==> config.mk <==
export PLATFORM = sky130hd
export DESIGN_NAME = reg_scoreboard_flat
export DESIGN_NICKNAME = d
export VERILOG_FILES = /design/src/rtl/reg_scoreboard_pkg.sv /design/src/rtl/reg_scoreboard_if.sv /design/src/rtl/reg_scoreboard_sb_entry.sv /design/src/rtl/reg_scoreboard.sv /design/src/flat_wrapper.sv
export SDC_FILE = /design/constraint.sdc
export NUM_CORES = 1
export LEC_CHECK = 0
export ABC_AREA = 1
export CORE_MARGIN = 2
export CORE_UTILIZATION = 60
export CTS_BUF_LIST = sky130_fd_sc_hd__clkbuf_8
export CTS_CLUSTER_SIZE = 40
export DETAILED_ROUTE_END_ITERATION = 8
export PLACE_DENSITY = 0.76
export SYNTH_ARGS = -nofsm -noshare
export SYNTH_HDL_FRONTEND = slang
export SYNTH_SLANG_ARGS = --single-unit
==> constraint.sdc <==
create_clock -name clk -period 9.45 [get_ports clk]
set_input_delay 2.835 -clock clk [delete_from_list [all_inputs] [get_ports clk]]
set_output_delay 2.835 -clock clk [all_outputs]
set_load 0.1 [all_outputs]
==> src/rtl/reg_scoreboard_pkg.sv <==
// reg_scoreboard_pkg: shared pipeline types and scoreboard sizing constants.
package reg_scoreboard_pkg;
  localparam int NREG = 32;
  localparam int CNT_W = 2;
  typedef logic [4:0] creg_addr_t;
  typedef logic [CNT_W-1:0] sb_cnt_t;
endpackage

==> src/rtl/reg_scoreboard_if.sv <==
// reg_scoreboard_if: decode/writeback side of the register-hazard scoreboard.
interface reg_scoreboard_if;
  import reg_scoreboard_pkg::*;
  logic issue_valid;
  logic issue_wen;
  creg_addr_t issue_wa;
  creg_addr_t ra1;
  creg_addr_t ra2;
  logic wb_valid;
  creg_addr_t wb_wa;
  logic flush;
  logic busy1;
  logic busy2;
  logic issue_stall;
  logic issue_fire;
  logic sb_empty;
  logic sb_err;
  modport master (
    output issue_valid, issue_wen, issue_wa, ra1, ra2, wb_valid, wb_wa, flush,
    input busy1, busy2, issue_stall, issue_fire, sb_empty, sb_err
  );
  modport slave (
    input issue_valid, issue_wen, issue_wa, ra1, ra2, wb_valid, wb_wa, flush,
    output busy1, busy2, issue_stall, issue_fire, sb_empty, sb_err
  );
endinterface

==> src/rtl/reg_scoreboard_sb_entry.sv <==
// sb_entry: pending-write counter for one architectural register.
module sb_entry #(
  parameter int CNT_W = reg_scoreboard_pkg::CNT_W
) (
  input  logic             clk,
  input  logic             reset,
  input  logic             inc,
  input  logic             dec,
  input  logic             flush,
  output logic [CNT_W-1:0] cnt,
  output logic             uf
);
  // a writeback with nothing pending is an underflow unless paired with an issue
  assign uf = dec && !inc && cnt == '0;
  always_ff @(posedge clk)
    if (reset || flush) cnt <= '0;
    else if (inc && !dec) cnt <= cnt + CNT_W'(1);
    else if (dec && !inc && cnt != '0) cnt <= cnt - CNT_W'(1);
endmodule

==> src/rtl/reg_scoreboard.sv <==
// reg_scoreboard: tracks pending register writes and stalls decode on hazards.
module reg_scoreboard #(
  parameter int NREG = reg_scoreboard_pkg::NREG,
  parameter int CNT_W = reg_scoreboard_pkg::CNT_W,
  parameter bit WB_BYPASS = 1'b1,
  parameter bit WAW_STALL = 1'b1
) (
  input logic clk,
  input logic reset,
  reg_scoreboard_if.slave sb
);
  import reg_scoreboard_pkg::*;
  localparam int TOT_W = $clog2(NREG * (2 ** CNT_W - 1) + 1);
  logic [CNT_W-1:0] cnt [NREG];
  logic [NREG-1:0] uf;
  logic [TOT_W-1:0] tot;
  logic wbc, waw, sat, inc_any, dec_eff, err_q;
  assign cnt[0] = '0;
  assign uf[0] = 1'b0;
  for (genvar r = 1; r < NREG; r++) begin : g_ent
    sb_entry #(.CNT_W(CNT_W)) u_ent (
      .clk(clk),
      .reset(reset),
      .inc(inc_any && sb.issue_wa == creg_addr_t'(r)),
      .dec(sb.wb_valid && sb.wb_wa == creg_addr_t'(r)),
      .flush(sb.flush),
      .cnt(cnt[r]),
      .uf(uf[r])
    );
  end
  // wbc: this cycle's writeback retires the last pending write of wb_wa
  assign wbc = WB_BYPASS && sb.wb_valid && sb.wb_wa != '0 && cnt[sb.wb_wa] == CNT_W'(1);
  assign sb.busy1 = sb.ra1 != '0 && cnt[sb.ra1] != '0 && !(wbc && sb.wb_wa == sb.ra1);
  assign sb.busy2 = sb.ra2 != '0 && cnt[sb.ra2] != '0 && !(wbc && sb.wb_wa == sb.ra2);
  assign waw = WAW_STALL && sb.issue_wen && sb.issue_wa != '0 && cnt[sb.issue_wa] != '0
               && !(wbc && sb.wb_wa == sb.issue_wa);
  assign sat = sb.issue_wen && sb.issue_wa != '0 && &cnt[sb.issue_wa];
  assign sb.issue_stall = sb.issue_valid && (sb.busy1 || sb.busy2 || waw || sat);
  assign sb.issue_fire = sb.issue_valid && !sb.issue_stall && !sb.flush;
  assign inc_any = sb.issue_fire && sb.issue_wen && sb.issue_wa != '0;
  // a wb counts toward tot unless it underflows its own register
  assign dec_eff = sb.wb_valid && sb.wb_wa != '0
                   && (cnt[sb.wb_wa] != '0 || (inc_any && sb.issue_wa == sb.wb_wa));
  assign sb.sb_empty = tot == '0;
  assign sb.sb_err = err_q;
  always_ff @(posedge clk)
    if (reset || sb.flush) tot <= '0;
    else if (inc_any && !dec_eff) tot <= tot + TOT_W'(1);
    else if (dec_eff && !inc_any) tot <= tot - TOT_W'(1);
  always_ff @(posedge clk)
    if (reset) err_q <= 1'b0;
    else if (|uf) err_q <= 1'b1;
endmodule

==> src/flat_wrapper.sv <==
// flat-port wrapper written by rule: the top's interface ports become plain ports
module reg_scoreboard_flat import reg_scoreboard_pkg::*;
#(
  parameter int NREG = reg_scoreboard_pkg::NREG,
  parameter int CNT_W = reg_scoreboard_pkg::CNT_W,
  parameter bit WB_BYPASS = 1'b1,
  parameter bit WAW_STALL = 1'b1
)
  (clk, reset, sb_issue_valid, sb_issue_wen, sb_issue_wa, sb_ra1, sb_ra2, sb_wb_valid, sb_wb_wa, sb_flush, sb_busy1, sb_busy2, sb_issue_stall, sb_issue_fire, sb_sb_empty, sb_sb_err);
  reg_scoreboard_if sb_i ();
  input logic clk;
  input logic reset;
  input wire logic [$bits(sb_i.issue_valid)-1:0] sb_issue_valid;
  input wire logic [$bits(sb_i.issue_wen)-1:0] sb_issue_wen;
  input wire logic [$bits(sb_i.issue_wa)-1:0] sb_issue_wa;
  input wire logic [$bits(sb_i.ra1)-1:0] sb_ra1;
  input wire logic [$bits(sb_i.ra2)-1:0] sb_ra2;
  input wire logic [$bits(sb_i.wb_valid)-1:0] sb_wb_valid;
  input wire logic [$bits(sb_i.wb_wa)-1:0] sb_wb_wa;
  input wire logic [$bits(sb_i.flush)-1:0] sb_flush;
  output wire logic [$bits(sb_i.busy1)-1:0] sb_busy1;
  output wire logic [$bits(sb_i.busy2)-1:0] sb_busy2;
  output wire logic [$bits(sb_i.issue_stall)-1:0] sb_issue_stall;
  output wire logic [$bits(sb_i.issue_fire)-1:0] sb_issue_fire;
  output wire logic [$bits(sb_i.sb_empty)-1:0] sb_sb_empty;
  output wire logic [$bits(sb_i.sb_err)-1:0] sb_sb_err;
  assign sb_i.issue_valid = sb_issue_valid;
  assign sb_i.issue_wen = sb_issue_wen;
  assign sb_i.issue_wa = sb_issue_wa;
  assign sb_i.ra1 = sb_ra1;
  assign sb_i.ra2 = sb_ra2;
  assign sb_i.wb_valid = sb_wb_valid;
  assign sb_i.wb_wa = sb_wb_wa;
  assign sb_i.flush = sb_flush;
  assign sb_busy1 = sb_i.busy1;
  assign sb_busy2 = sb_i.busy2;
  assign sb_issue_stall = sb_i.issue_stall;
  assign sb_issue_fire = sb_i.issue_fire;
  assign sb_sb_empty = sb_i.sb_empty;
  assign sb_sb_err = sb_i.sb_err;
  reg_scoreboard #(.NREG(NREG), .CNT_W(CNT_W), .WB_BYPASS(WB_BYPASS), .WAW_STALL(WAW_STALL)) u_core (.clk(clk), .reset(reset), .sb(sb_i));
endmodule
==> impl.org <==
** Status
- The run finished with clean final reports.

** Power and ir drop
- In this run the static leakage power is 3.112 nW.
- Maximum VDD drop :: 0.0001226 V
- Power per unit of standard cell area :: 102.1 mW/mm^2

** Synth
- The number of nets handed over by synthesis was 1,186.
- Sorting the synthesized cells by area gives the leading types as sky130_fd_sc_hd__dfxtp_1, sky130_fd_sc_hd__nand2_1, sky130_fd_sc_hd__nor2_1, sky130_fd_sc_hd__nand3_1, sky130_fd_sc_hd__inv_1.
- After technology mapping, the gate count stands at 1,153.
- Avg Inst Size Synth :: 5.630 um^2
- Counting flops and latches in the post-synthesis netlist gives 70.
- The share of the Yosys chip area taken by registers is 21.59%.
- The mapped netlist covers 0.006491 mm^2.
- Proportion of synthesized flip-flops having asynchronous set or reset :: 0%
- The number of different library cells used by synthesis comes to 37.
- Flip-flop cell with the highest count after synthesis :: sky130_fd_sc_hd__dfxtp_1
- Of all cell types, the one taking the most synthesized area is sky130_fd_sc_hd__dfxtp_1.
- Of the post-synthesis cell area, the dominant cell type holds 21.59%.
- EDFF count, synth :: 0
- Number of warning messages in the yosys log :: 0

** Critical path
- Cell-by-cell listing of the critical path :: clkdlybuf4s50_1 -> nand2_1 -> nor2_1 -> nand2_1 -> nand2_1 -> nor2_1 -> nand2_1 -> nor2_1 -> nor2_2 -> nand4_1 -> nand2_1 -> nand2_1 -> nor2_4 -> nand2_2 -> nor2_4 -> buf_12
- The cell that appears most often on the critical path is sky130_fd_sc_hd__nand2_1.
- The critical path starts at sb_wb_wa[0].
- Among all stages on the critical path, the largest delay is contributed by sky130_fd_sc_hd__clkdlybuf4s50_1.
- In this run the critical register-to-register path is launched from u_core.g_ent[17].u_ent.cnt[1].
- Highest fanout seen on the critical path :: 17
- Startpoint Class :: input pin
- Critical Path End Type :: primary output
- Endpoint required time on the critical path :: 6.62 ns
- On the worst path, the slowest cell contributes a delay of 0.96 ns.
- Endpoint arrival time on the critical path :: 5.81 ns
- Worst Setup Path Type :: in -> out

** Placement
- The congestion estimate from routability-driven global placement came to 1.096.
- Sum of net half-perimeters after detailed placement :: 18.70 mm
- Pre-CTS setup slack :: 0.8771 ns
- Number of buffer cells added on primary ports :: 31
- Counting tap cells, the placed design contains a total of 1,283 instances.
- Placed standard-cell area :: 0.006857 mm^2

** Global route
- Number of global-route vias before repair :: 7,372
- The first global-routing pass estimated 39.63 mm of wire.
- Entering global routing, the biggest net connects 41 pins.
- Remaining global-route overflow :: 0
- Global-route usage over all layers :: 44.85%
- The initial antenna violation count is 0.

** Die
- The floorplan step defined a core boundary enclosing 0.01042 mm^2.
- The die covers 0.01167 mm^2.
- Top-level port count :: 32
- The floorplan has 37 rows.
- Starting Density :: 62.32%
- Horizontal die dimension :: 108.0 um
- DIE HEIGHT :: 108.0 um

** Detailed routing
- Number of DRC violations after detailed routing :: 0
- Number of antenna-violating nets in the routed design :: 0
- Iter 0 DRT Violations :: 1,383
- Dividing the detail-routed wire length by the instance count gives 19.83 um.
- Pre-Repair DR Iteration Count :: 8
- Routed WL :: 25.72 mm
- Vias :: 8,305
- Dividing the detail-routed via count by the number of cells gives 6.403.

** Clocking
- Counting the buffers created by CTS gives 9.
- Clock root cell :: sky130_fd_sc_hd__clkbuf_8
- In this run the deepest clock path goes through 2 buffers.
- Buffers inserted to repair hold after CTS numbered 0.
- Number of resized instances in the post-cts repair step :: 0
- CTS clock-pin slew for the worst setup and hold paths :: 0.07 ns
- TritonCTS built the clock tree.
- Buffers added to address setup during post-CTS repair amount to 0.
- The clock drives 70 sinks.
- Clk_lat worst skew :: 0.38 ns
- The H-tree was split into 3 levels.

** Final layout
- The library cell used most frequently in the layout, excluding fill and tap cells, is sky130_fd_sc_hd__nand2_1.
- The number of antenna diodes in the final layout is 0.
- The area growth from synthesis to layout is 8.308%.
- The library cells used most frequently in the layout, excluding fill and tap cells, are sky130_fd_sc_hd__nand2_1, sky130_fd_sc_hd__nor2_1, sky130_fd_sc_hd__inv_1.
- The final layout contains 1,191 nets.
- Final instance count without filler cells :: 1,297
- Proportion of layout cells with a drive suffix above 1 :: 4.220%
- The finished cells cover 0.007030 mm^2.

** STA
- The number of pins exceeding their max-slew limit in the final report is 0.
- Setup repair after global routing left no endpoint under its margin.
- Of the available clock period, the critical path in the final layout requires 91.45%.
- Final Setup Violations :: 0
- The worst pin sits at a relative slew slack of 35.35%.
- Minimum clock period :: 8.642 ns
- Crit path setup slack, layout :: 0.8080 ns
- Across all hold checks on the routed design, the worst slack comes to 0.4809 ns.
- The final hold violation count was 0.
- Between clock sinks in the finished design, the worst skew comes to 0.005680 ns.
- Setup_tns :: 0 ns
- Timing-limited maximum frequency :: 115.7 MHz
- For the pin with the worst max-slew slack, the measured transition is 0.9667 ns.

** Min path
- Worst hold path type :: reg -> reg
- Min-Delay Startpoint :: u_core.g_ent[19].u_ent.cnt[1]

** Flow run
- Max-cap violations in this run came to 0.
critical path, delay by kind of cell:
| family | cells | cell delay (ns) |
|---|---|---|
| buffers and inverters | 2 | 1.14 |
| and+or+nand+nor | 14 | 1.80 |
state kept, by name, summed over array words and instances (netlist names):
| register | flops |
|---|---|
| u_core.g_ent.u_ent.cnt | 62 |
| u_core.sb.sb_err | 1 |
| u_core.tot | 7 |
synthesized netlist by cell type, drive strengths merged, types with 7 or more instances:
| cell | instances |
|---|---|
| nand2 | 237 |
| nand4 | 37 |
| nand3 | 127 |
| nand3b | 33 |
| nor3 | 25 |
| o22ai | 10 |
| clkbuf | 23 |
| inv | 150 |
| dfxtp | 70 |
| o211ai | 8 |
| a311oi | 25 |
| buf | 30 |
| xor2 | 7 |
| a21oi | 70 |
| o21ai | 54 |
| nor2 | 213 |
stage by stage:
step           power (mW)  utilization [%]
6_report           0.7179            67.50
5_1_grt            0.7376            67.50
4_1_cts            0.7108            67.50
3_5_place_dp       0.4851            65.83
3_3_place_gp       0.4836            65.83
2_1_floorplan      0.4247                -
area by class of cell:
type / instances / area, um^2
Multi-Input combinational cell: 878 / 4267
Clock inverter: 2 / 8.758
Tap cell: 136 / 170.2
Sequential cell: 70 / 1401
Timing Repair Buffer: 47 / 445.4
Clock buffer: 12 / 165.2
Inverter: 152 / 573.1
Fill cell: 1012 / 3386
final timing paths:
path         cells after the start  slack (ns)                             to
max                             16        0.81                  sb_issue_fire
min                              2        0.48  u_core.g_ent[19].u_ent.cnt[1]
max reg2reg                     28        5.14                  u_core.tot[6]
min reg2reg                      2        0.48  u_core.g_ent[19].u_ent.cnt[1]
logic make-up after synthesis:
family / Yosys count / synth area share (%)
buf+inv: 205 / 12.76
xor+xnor: 10 / 1.349
simple gates: 681 / 46.53
compound gates: 180 / 16.31
flops: 70 / 21.59
fa+ha+maj: 7 / 1.465
power by group:
group,switching (mW),internal [mW],total (mW)
logic,0.139,0.0488,0.187
clock network,0.118,0.113,0.231
registers,0.00227,0.297,0.300
total,0.259,0.459,0.718
routing by layer:
layer	track usage (%)	wire length, um
met2	70.80	10840
met1	56.78	9674
met5	0	0
met3	12.72	3826
met4	20.51	1379
(Power assumes the default switching activity.)
